<file path="src/rtl/uart_pkg.sv">
// Shared UART definitions: FSM state encoding, parity type codes, default width.
// Latency: none (types, constants and a pure helper function only).
// Backpressure: not applicable.
package uart_pkg;

    // Payload bits per frame unless a parent overrides DATA_WIDTH.
    localparam int DATA_WIDTH_DEF = 8;

    // Parity type codes as they appear on PAR_TYP.
    localparam logic PAR_EVEN = 1'b0;
    localparam logic PAR_ODD  = 1'b1;

    // Frame sequencer states; the RX side walks the same sequence.
    typedef enum logic [2:0] {
        IDLE   = 3'd0,
        START  = 3'd1,
        DATA   = 3'd2,
        PARITY = 3'd3,
        STOP   = 3'd4
    } uart_state_e;

    // Terminal value of the 6-bit edge counter for a given Prescale.
    // A Prescale of 0 is treated as 1 clk per bit, so the counter never
    // has to reach 63 and wrap through zero.
    function automatic logic [5:0] last_edge_of(input logic [5:0] presc);
        return (presc == 6'd0) ? 6'd0 : presc - 6'd1;
    endfunction

endpackage

</file>
<file path="src/rtl/uart_tx_if.sv">
// Parallel request side of the UART transmitter plus its serial/status outputs.
// Latency: none (wiring only).
// Backpressure: busy=1 means a request on Data_Valid is dropped, not queued.
interface uart_tx_if #(
    parameter int DATA_WIDTH = uart_pkg::DATA_WIDTH_DEF
) ();

    logic [DATA_WIDTH-1:0] P_DATA;
    logic                  Data_Valid;
    logic                  PAR_EN;
    logic                  PAR_TYP;
    logic [5:0]            Prescale;
    logic                  TX_OUT;
    logic                  busy;

    // Requester: drives the payload and frame options, watches line/busy.
    modport master (
        output P_DATA,
        output Data_Valid,
        output PAR_EN,
        output PAR_TYP,
        output Prescale,
        input  TX_OUT,
        input  busy
    );

    // Transmitter: consumes the request, drives the line and busy.
    modport slave (
        input  P_DATA,
        input  Data_Valid,
        input  PAR_EN,
        input  PAR_TYP,
        input  Prescale,
        output TX_OUT,
        output busy
    );

endinterface

</file>
<file path="src/rtl/uart_tx_parity_calc.sv">
// Parity bit for the latched payload: plain XOR for even, inverted for odd.
// Latency: combinational, 0 clk.
// Backpressure: none; output follows inputs continuously.
module parity_calc import uart_pkg::*; #(
    parameter int DATA_WIDTH = DATA_WIDTH_DEF
) (
    input  logic [DATA_WIDTH-1:0] data,
    input  logic                  par_typ,
    output logic                  parity
);

    // Even parity makes the total count of ones even, odd makes it odd.
    always_comb begin
        parity = ^data;
        case (par_typ)
            PAR_EVEN: parity = ^data;
            PAR_ODD:  parity = ~(^data);
            default:  parity = ^data;
        endcase
    end

endmodule

</file>
<file path="src/rtl/uart_tx.sv">
// UART transmitter: start bit, DATA_WIDTH bits LSB first, optional parity, stop bit.
// Latency: TX_OUT falls and busy rises 1 clk after the accepting edge.
// Backpressure: requests while busy=1 are dropped; next accept is the first IDLE clk.
module uart_tx import uart_pkg::*; #(
    parameter int DATA_WIDTH = DATA_WIDTH_DEF
) (
    input  logic     clk,
    input  logic     rst,
    uart_tx_if.slave bus
);

    localparam int BCW = (DATA_WIDTH > 1) ? $clog2(DATA_WIDTH) : 1;
    localparam logic [BCW-1:0] LAST_BIT = BCW'(DATA_WIDTH - 1);

    uart_state_e           state;
    uart_state_e           state_nxt;

    // Per-bit timing and position within the payload.
    logic [5:0]            edge_cnt;
    logic [5:0]            edge_cnt_nxt;
    logic [BCW-1:0]        bit_cnt;
    logic [BCW-1:0]        bit_cnt_nxt;

    // Frame parameters captured at accept; inputs are free to move afterwards.
    logic [DATA_WIDTH-1:0] data_q;
    logic [DATA_WIDTH-1:0] data_nxt;
    logic                  par_en_q;
    logic                  par_en_nxt;
    logic                  par_typ_q;
    logic                  par_typ_nxt;
    logic [5:0]            presc_q;
    logic [5:0]            presc_nxt;

    // Registered outputs; their next values are derived from the next state
    // so the line changes on the same edge as the state.
    logic                  tx_out_q;
    logic                  tx_nxt;
    logic                  busy_q;
    logic                  busy_nxt;

    logic                  bit_done;
    logic                  parity_bit;

    assign bit_done = (edge_cnt == last_edge_of(presc_q));

    parity_calc #(
        .DATA_WIDTH (DATA_WIDTH)
    ) u_parity_calc (
        .data    (data_q),
        .par_typ (par_typ_q),
        .parity  (parity_bit)
    );

    // State register; reset aborts any frame in flight.
    always_ff @(posedge clk or negedge rst) begin
        if (!rst) begin
            state <= IDLE;
        end else begin
            state <= state_nxt;
        end
    end

    // Counters, latched frame parameters and registered line outputs.
    always_ff @(posedge clk or negedge rst) begin
        if (!rst) begin
            edge_cnt  <= '0;
            bit_cnt   <= '0;
            data_q    <= '0;
            par_en_q  <= 1'b0;
            par_typ_q <= 1'b0;
            presc_q   <= '0;
            tx_out_q  <= 1'b1;
            busy_q    <= 1'b0;
        end else begin
            edge_cnt  <= edge_cnt_nxt;
            bit_cnt   <= bit_cnt_nxt;
            data_q    <= data_nxt;
            par_en_q  <= par_en_nxt;
            par_typ_q <= par_typ_nxt;
            presc_q   <= presc_nxt;
            tx_out_q  <= tx_nxt;
            busy_q    <= busy_nxt;
        end
    end

    // Next state, counter advance, parameter capture and next line value.
    always_comb begin
        state_nxt    = state;
        edge_cnt_nxt = edge_cnt;
        bit_cnt_nxt  = bit_cnt;
        data_nxt     = data_q;
        par_en_nxt   = par_en_q;
        par_typ_nxt  = par_typ_q;
        presc_nxt    = presc_q;
        tx_nxt       = 1'b1;
        busy_nxt     = 1'b0;

        // Every non-idle state spends exactly one bit period per bit.
        if (state != IDLE) begin
            edge_cnt_nxt = bit_done ? 6'd0 : edge_cnt + 6'd1;
        end

        case (state)
            IDLE: begin
                edge_cnt_nxt = 6'd0;
                bit_cnt_nxt  = '0;
                if (bus.Data_Valid) begin
                    data_nxt    = bus.P_DATA;
                    par_en_nxt  = bus.PAR_EN;
                    par_typ_nxt = bus.PAR_TYP;
                    presc_nxt   = bus.Prescale;
                    state_nxt   = START;
                end
            end
            START: begin
                if (bit_done) begin
                    bit_cnt_nxt = '0;
                    state_nxt   = DATA;
                end
            end
            DATA: begin
                if (bit_done) begin
                    if (bit_cnt == LAST_BIT) begin
                        state_nxt = par_en_q ? PARITY : STOP;
                    end else begin
                        bit_cnt_nxt = bit_cnt + BCW'(1);
                    end
                end
            end
            PARITY: begin
                if (bit_done) begin
                    state_nxt = STOP;
                end
            end
            STOP: begin
                if (bit_done) begin
                    state_nxt = IDLE;
                end
            end
            default: begin
                state_nxt = IDLE;
            end
        endcase

        // Line level for the state being entered; data_q is already valid
        // by the time DATA is entered because START lasts at least 1 clk.
        case (state_nxt)
            START:   tx_nxt = 1'b0;
            DATA:    tx_nxt = data_q[bit_cnt_nxt];
            PARITY:  tx_nxt = parity_bit;
            default: tx_nxt = 1'b1;
        endcase

        busy_nxt = (state_nxt != IDLE);
    end

    assign bus.TX_OUT = tx_out_q;
    assign bus.busy   = busy_q;

endmodule

</file>
<file path="src/flat_wrapper.sv">
// flat-port wrapper written by rule: the top's interface ports become plain ports
module uart_tx_flat import uart_pkg::*;
#(
    parameter int DATA_WIDTH = DATA_WIDTH_DEF
)
  (clk, rst, bus_P_DATA, bus_Data_Valid, bus_PAR_EN, bus_PAR_TYP, bus_Prescale, bus_TX_OUT, bus_busy);
  uart_tx_if #(.DATA_WIDTH(DATA_WIDTH)) bus_i ();
  input  logic clk;
  input  logic rst;
  input wire logic [$bits(bus_i.P_DATA)-1:0] bus_P_DATA;
  input wire logic [$bits(bus_i.Data_Valid)-1:0] bus_Data_Valid;
  input wire logic [$bits(bus_i.PAR_EN)-1:0] bus_PAR_EN;
  input wire logic [$bits(bus_i.PAR_TYP)-1:0] bus_PAR_TYP;
  input wire logic [$bits(bus_i.Prescale)-1:0] bus_Prescale;
  output wire logic [$bits(bus_i.TX_OUT)-1:0] bus_TX_OUT;
  output wire logic [$bits(bus_i.busy)-1:0] bus_busy;
  assign bus_i.P_DATA = bus_P_DATA;
  assign bus_i.Data_Valid = bus_Data_Valid;
  assign bus_i.PAR_EN = bus_PAR_EN;
  assign bus_i.PAR_TYP = bus_PAR_TYP;
  assign bus_i.Prescale = bus_Prescale;
  assign bus_TX_OUT = bus_i.TX_OUT;
  assign bus_busy = bus_i.busy;
  uart_tx #(.DATA_WIDTH(DATA_WIDTH)) u_core (.clk(clk), .rst(rst), .bus(bus_i));
endmodule
</file>
<file path="config.mk">
export PLATFORM = sky130hd
export DESIGN_NAME = uart_tx_flat
export DESIGN_NICKNAME = d
export VERILOG_FILES = /design/src/rtl/uart_pkg.sv /design/src/rtl/uart_tx_if.sv /design/src/rtl/uart_tx_parity_calc.sv /design/src/rtl/uart_tx.sv /design/src/flat_wrapper.sv
export SDC_FILE = /design/constraint.sdc
export NUM_CORES = 1
export LEC_CHECK = 0
export ABC_CLOCK_PERIOD_IN_PS = 2790
export CAP_MARGIN = 20
export CORE_MARGIN = 8
export CORE_UTILIZATION = 40
export CTS_CLUSTER_DIAMETER = 150
export DETAILED_ROUTE_END_ITERATION = 16
export GPL_TIMING_DRIVEN = 0
export HOLD_SLACK_MARGIN = 0.12
export PLACE_DENSITY = 0.66
export SYNTH_ARGS = -nofsm -noshare
export SYNTH_HDL_FRONTEND = slang
export SYNTH_SLANG_ARGS = --single-unit
</file>
<file path="constraint.sdc">
create_clock -name clk -period 2.79 [get_ports clk]
set_input_delay 0.558 -clock clk [delete_from_list [all_inputs] [get_ports clk]]
set_output_delay 0.558 -clock clk [all_outputs]
set_load 0.01 [all_outputs]
</file>
==> results by group, run 1 <==
STA
  • Fin crit period: 3.03 ns
  • Final setup vio count: 2
  • Hold slack final: 0.498 ns
  • Clock skew: 0.00369 ns
  • Relative slew slack: 0.574
  • Slew of the pin with the lowest slew margin: 0.629 ns
  • Final worst setup slack: -0.235 ns
  • Period Utilization, post-route: 1.08
  • Peak Freq: 0.331 GHz
  • Setup TNS Final: -0.314 ns
  • RSZ-0062 raised after global routing: yes
  • Final max-slew violation count: 0
  • Hold Fails Final Rpt: 0

Final layout
  • Total inserted antenna cells: 0
  • Area grow syn2layout: 32.5%
  • Layout net count: 252
  • Cell Count, Final, Fillers Out: 283
  • Ratio of cells with drive above 1 in the final layout: 0.199

Floorplanning
  • # rows: 24
  • Die area: 0.00672 sq mm
  • Initial core utilization: 0.408
  • Die Span Y: 82.0 microns
  • Core Region: 0.00426 sq mm
  • Floorplan die width: 82.0 microns
  • IO Pins: 21

Min path
  • Worst Hold Class: register to register

Detailed routing
  • Routed Antenna Nets: 0
  • Vias: 1471
  • Drt initial violations: 125
  • Vias per inst: 5.20
  • Post-Route WL: 3.93 mm
  • First-pass detailed-route iteration total: 4
  • Routed WL per cell: 13.9 microns
  • Residual DRC: 0

Critical path
  • Startpoint types: register
  • WP data arrival: 3.23 ns
  • Worst Path Max Fanout: 4
  • Worst EP required: 3.00 ns
  • Worst setup EP type: register
  • Crit Path Class: register to register

Power
  • Switching Fraction: 0.193
  • Clk network pwr share: 0.475
  • Leakage power: 0.000988 uW
  • Net Switching: 174 uW
  • Tot Pwr: 902 uW
  • Combinational fraction of design power: 0.043
  • Worst VDD drop: 0.266 mV
  • P per Cell Area: 391 mW/mm^2
  • Internal Power: 728 uW
  • Reg power frac: 0.483

Outcome
  • Failing checks: setup timing
  • Status: complete, but fails checks

Yosys
  • Syn nets: 211
  • Synth Cell Area: 0.00174 sq mm
  • Register bit count reported by yosys: 30
  • Main flop type after synthesis: dfrtp_1
  • Post-synth top area cell: dfrtp_1
  • Post-synth EDFFs: 0
  • Yosys warning count: 0
  • Syn Area/Cell: 9.22 sq um
  • Post-synthesis sequential area ratio: 0.432
  • Synth top area cells: dfrtp_1 42%, nand2_1 9.5%, xnor2_1 6.5%
  • Most common cell in the synthesized netlist: nand2_1
  • Synth top area share: 0.417
  • Async set-reset flop share out of synthesis: 1.00
  • Top cells by count, synth: 44 x nand2_1, 29 x dfrtp_1, 13 x inv_1, 13 x xnor2_1, 10 x nor2_1
  • Syn Inst Count: 189
  • Cell variety after synth: 51

Global routing
  • First-pass GRT wire length: 6.69 mm
  • Pin count of the biggest net entering global routing: 21
  • Antenna violations before repair: 0
  • Grt total ovfl: 0
  • Vias in the first global route: 1471
  • GR Util All Layers: 0.127

Job
  • Max-Cap Viols: 0

Placement
  • PortBufs: 20
  • Post-DP HPWL: 2.76 mm
  • # placed instances: 262
  • Placer Congestion: 0.846
  • Worst slack, placed: -0.354 ns

CTS
  • CTS tree: built
  • Clk root buf: clkbuf_8
  • CTS max path bufs: 2
  • Hold-fix buffers, CTS: 0
  • CTS Sinks: 30
  • Worst skew pair latency: 0.28 ns
  • TritonCTS buffer count: 5
  • Clock slew at reported path FFs: 0.06 ns
  • Htree depth: 2
[logic make-up after synthesis]
family	count (synthesis)	share of synthesized area
AO/OA/AOI/OAI	37	0.175
XOR/XNOR	17	0.0855
adder cells (fa/ha/maj)	3	0.0216
buffers and inverters	18	0.0388
flip-flops	30	0.432
multiplexers	5	0.0323
AND/OR/NAND/NOR	79	0.215
[sequential cells by signal, summed over array words and instances, names as in the netlist]
name               cells
u_core.bit_cnt         3
u_core.bus.busy        1
u_core.presc_q         6
u_core.par_en_q        1
u_core.par_typ_q       1
u_core.bus.TX_OUT      1
u_core.state           3
u_core.edge_cnt        6
u_core.data_q          8
[worst max-delay path, cell delays in order, from the launching register on]
cell and delay (ns):
dfrtp_2 0.41, or4_4 0.53, o2111a_1 0.25, a221o_1 0.28, or3_4 0.38, o31ai_4 0.25, a31oi_1 0.14, or2_4 0.26
mux2_4 0.30, o211ai_2 0.14
[what timing repair did]
| action | 4_1_cts | 5_1_grt |
|---|---|---|
| resized for setup | 9 | 7 |
| setup buffers | 10 | 4 |
| setup endpoints to repair | 9 | 12 |
| pin swaps | 10 | 9 |
[metal layers]
| metal | share of wire | global-route usage | vias up |
|---|---|---|---|
| li1 | - | - | 737 |
| met1 | 0.48 | 0.165 | 687 |
| met2 | 0.47 | 0.195 | 39 |
| met3 | 0.040 | 0.0252 | 8 |
| met4 | 0.018 | 0.0667 | 0 |
| met5 | 0 | 0 | - |
[area by class of cell]
type,instances,area [sq um]
fillers,374,1960
multi-input cells,141,977
flip-flops and latches,30,756
repair buffers,35,340
clock buffers,7,76.3
well taps,52,65.1
inverters,13,48.8
clock inverters,1,30.0
plain buffers,4,15.0
[power groups by stage]
| stage | Clock, uW | Sequential (uW) | Combinational [uW] |
|---|---|---|---|
| 6_report | 428 | 435 | 38.5 |
| 5_1_grt | 456 | 435 | 41.7 |
| 4_1_cts | 435 | 435 | 39.8 |
| 3_5_place_dp | 0 | 443 | 39.5 |
| 3_3_place_gp | 0 | 443 | 34.1 |
| 2_1_floorplan | 0 | 443 | 0.281 |
[worst paths after layout]
kind / endpoint / startpoint / slack [ns] / cells past startpoint
worst max-delay path: u_core.bus.TX_OUT / u_core.presc_q[2] / -0.24 / 9
worst min-delay path: u_core.par_typ_q / u_core.par_typ_q / 0.50 / 2
worst max register to register: u_core.bus.TX_OUT / u_core.presc_q[2] / -0.24 / 9
worst min register to register: u_core.par_typ_q / u_core.par_typ_q / 0.50 / 2
max in group asynchronous: u_core.bus.TX_OUT / rst / 1.52 / 2
min in group asynchronous: u_core.edge_cnt[0] / rst / 0.67 / 1
[per-stage QoR]
step            util  cell area, sq um
2_1_floorplan      -              1750
3_3_place_gp   0.473              2020
3_5_place_dp   0.480              2050
4_1_cts        0.531              2260
5_1_grt        0.541              2310
6_report       0.541              2310
[placed cells by master (no fill, tap or decap), types with 3 or more instances in the layout]
cell type / count
nand3_1: 5
o211ai_1: 3
xor2_1: 4
buf_4: 12
clkbuf_1: 6
inv_1: 11
mux2i_1: 3
xnor2_1: 13
dfrtp_1: 26
dfrtp_2: 3
clkbuf_8: 5
o21ai_0: 9
clkdlybuf4s50_1: 20
nor2_1: 9
nand2_1: 44
Note: power is estimated with default switching activity, not from simulation.
==> run 2: changes to the inputs <==
--- a/config.mk
+++ b/config.mk
@@ -5,15 +5,15 @@
 export SDC_FILE = /design/constraint.sdc
 export NUM_CORES = 1
 export LEC_CHECK = 0
+export ABC_AREA = 1
 export ABC_CLOCK_PERIOD_IN_PS = 2790
-export CAP_MARGIN = 20
 export CORE_MARGIN = 8
 export CORE_UTILIZATION = 40
 export CTS_CLUSTER_DIAMETER = 150
 export DETAILED_ROUTE_END_ITERATION = 16
 export GPL_TIMING_DRIVEN = 0
 export HOLD_SLACK_MARGIN = 0.12
-export PLACE_DENSITY = 0.66
+export PLACE_DENSITY = 0.65
 export SYNTH_ARGS = -nofsm -noshare
 export SYNTH_HDL_FRONTEND = slang
 export SYNTH_SLANG_ARGS = --single-unit
==> run 2 against run 1 <==
Against the previous run:
- the run now ends clean
- largest cell class unchanged
- sequential share of layout area up 1.1 points
- count of clock-buffer cells in the layout is 1 higher
- non-clock buffer count shrank 16
- clock skew up 0.0025 ns
- sequential cell count unchanged
- die area grew 6.3%
==> results by group, run 2 <==
Final layout
  • Fillers: 491
  • Area grow syn2layout: 18.3%
  • Layout net count: 292
  • Largest register by flop count: u_core.data_q
  • Largest register FFs: 8
  • Total inserted antenna cells: 0
  • Most frequent cells in the layout: 81 x nand2_1, 29 x dfrtp_1, 23 x inv_1, 21 x nand3_1
  • Commonest non-fill, non-tap cell in the layout: nand2_1
  • Largest registers: u_core.data_q (8), u_core.edge_cnt (6), u_core.presc_q (6)
  • Ratio of cells with drive above 1 in the final layout: 0.155

Floorplanning
  • IO Pins: 21
  • Initial core utilization: 0.406
  • Die area: 0.00714 sq mm
  • Die Span Y: 84.5 microns
  • # rows: 25
  • Core Region: 0.00463 sq mm
  • Floorplan die width: 84.5 microns

Global routing
  • Pin count of the biggest net entering global routing: 31
  • First-pass GRT wire length: 6.45 mm
  • Antenna violations before repair: 0
  • Vias in the first global route: 1532
  • Grt total ovfl: 0
  • GR Util All Layers: 0.110

STA
  • Fin crit period: 2.39 ns
  • Hold slack final: 0.309 ns
  • RSZ-0062 raised after global routing: no
  • Relative slew slack: 0.510
  • Clock skew: 0.00619 ns
  • Hold Fails Final Rpt: 0
  • Peak Freq: 0.418 GHz
  • Final worst setup slack: 0.398 ns
  • Final setup vio count: 0
  • Final max-slew violation count: 0
  • Slew of the pin with the lowest slew margin: 0.729 ns
  • Period Utilization, post-route: 0.857
  • Setup TNS Final: 0 ns

Power
  • Internal Power: 1410 uW
  • Combinational fraction of design power: 0.568
  • Leakage power: 0.00111 uW
  • Switching Fraction: 0.457
  • Net Switching: 1190 uW
  • Reg power frac: 0.308
  • Clk network pwr share: 0.124
  • Tot Pwr: 2600 uW
  • Worst VDD drop: 0.532 mV
  • P per Cell Area: 1170 mW/mm^2

Yosys
  • Post-synth EDFFs: 0
  • Most common cell in the synthesized netlist: nand2_1
  • Post-synth top area cell: dfrtp_1
  • Synth top area cells: dfrtp_1 39%, nand2_1 16%, nand3_1 5.6%
  • Top cells by count, synth: 81 x nand2_1, 29 x dfrtp_1, 23 x inv_1
  • Synth top area share: 0.386
  • Synth Cell Area: 0.00188 sq mm
  • Main flop type after synthesis: dfrtp_1
  • Syn Area/Cell: 7.73 sq um
  • Async set-reset flop share out of synthesis: 1.00
  • Cell variety after synth: 29
  • Syn Inst Count: 243
  • Register bit count reported by yosys: 30
  • Syn nets: 265
  • Yosys warning count: 0
  • Post-synthesis sequential area ratio: 0.400

Placement
  • Worst slack, placed: 0.372 ns
  • Placer Congestion: 0.780
  • Post-DP HPWL: 2.72 mm
  • PortBufs: 20

Critical path
  • Worst EP required: 3.01 ns
  • Crit Path Class: register to register
  • Worst setup EP type: register
  • Crit path cell chain: inv_1, ha_1, inv_1, nor2_2, nand3_1, nand2_1, nand2_2, nand2_4, nand2_4, nor2_8, nand2_8, nand2_2, nand3_2, nand2_4, nand2_1, nand3_1, nand2_1, nand2_1, nand3_1, nand2_1
  • Startpoint types: register
  • WP data arrival: 2.61 ns
  • Most frequent CP cell: nand2_1
  • Worst Path Max Fanout: 9
  • Crit-path slowest cell: dfrtp_1
  • Largest stage delay, worst path: 0.38 ns
  • Worst path bufs/invs: 2
  • Family with the most delay on the worst path: simple AND/OR/NAND/NOR gates

CTS
  • CTS Sinks: 30
  • Clk root buf: clkbuf_8
  • Post-CTS setup buffers: 0
  • Post-CTS Resized: 0
  • TritonCTS buffer count: 5
  • CTS tree: built
  • Clock slew at reported path FFs: 0.06 ns
  • Hold-fix buffers, CTS: 0
  • Htree depth: 2
  • Worst skew pair latency: 0.27 ns
  • CTS max path bufs: 2

Outcome
  • Status: complete, no violations

Detailed routing
  • First-pass detailed-route iteration total: 4
  • Residual DRC: 0
  • Routed Antenna Nets: 0
  • Vias: 1542
  • Vias per inst: 4.74
  • Routed WL per cell: 10.7 microns
  • Drt initial violations: 58
  • Post-Route WL: 3.47 mm

Job
  • Max-Cap Viols: 0

Min path
  • Worst Hold Class: primary input to async pin
==> run 2: cell count changes after synthesis, sizes merged, moves of 3 or more <==
cell    previous run  this run
nand3              5        25
o211ai             4         0
nor2              10        26
o21ai             10         7
xnor2             13         8
o31ai              3         0
or2                3         0
or3                3         0
inv               13        28
nand2             44        97
mux2i              3         0
==> run 2: power by group through the flow <==
stage | clock, uW | combinational, uW | sequential, uW
after CTS | 333 | 1500 | 803
after global routing | 354 | 1690 | 835
after floorplan | 0 | 1250 | 773
after detailed placement | 0 | 1490 | 807
after global placement | 0 | 1460 | 807
final | 322 | 1480 | 802
==> run 2: logic make-up (layout without fill, tap and decap cells) <==
kind of cell,count (synthesis),in the layout,synth area share
simple gates,155,155,0.419
buf+inv,31,59,0.0633
flops,30,30,0.400
compound gates,12,12,0.0413
xor+xnor,12,12,0.0560
fa+ha+maj,3,3,0.0200
==> run 2: area by class of cell <==
class,count,area [sq um],share of cell area
sequential,30,752,0.339
timing repair buffer,20,195,0.0879
multi-input combinational,182,1010,0.454
tap,54,67.6,0.0304
inverter,28,108,0.0485
buffer,3,11.3,0.00507
clock buffer,8,80.1,0.0361
==> run 2: worst reg2reg max path, cell delays in order, from the launching register on <==
cell and delay, ns:
dfrtp_1 0.38, inv_1 0.18, ha_1 0.24, inv_1 0.08, nor2_2 0.11, nand3_1 0.10, nand2_1 0.09, nand2_2 0.06
nand2_4 0.07, nand2_4 0.06, nor2_8 0.14, nand2_8 0.09, nand2_2 0.07, nand3_2 0.14, nand2_4 0.16, nand2_1 0.06
nand3_1 0.07, nand2_1 0.06, nand2_1 0.05, nand3_1 0.07, nand2_1 0.06
==> run 2: routing by layer <==
metal	track usage	share of wire	routed length, microns
met2	0.179	0.46	1590
met1	0.133	0.49	1700
met3	0.0302	0.035	123
met4	0.0437	0.017	59
met5	0	0	0
==> run 2: path summary, 6_finish.rpt <==
check,depth (start not counted),end,slack (ns),from
setup reg to reg,20,u_core.bus.TX_OUT,0.40,u_core.presc_q[0]
hold reg to reg,2,u_core.par_typ_q,0.50,u_core.par_typ_q
setup / recovery,20,u_core.bus.TX_OUT,0.40,u_core.presc_q[0]
min in group clk,2,u_core.par_typ_q,0.50,u_core.par_typ_q
hold / removal,1,u_core.data_q[6],0.31,rst
max in group asynchronous,1,u_core.presc_q[0],2.05,rst
==> run 2: metrics by stage <==
step                      cells  utilization  instance area [sq um]
after floorplan             243            -                   1880
after global placement      317        0.464                   2150
after detailed placement    317        0.464                   2150
after CTS                   325        0.481                   2230
after global routing        325        0.480                   2220
final                       325        0.480                   2220
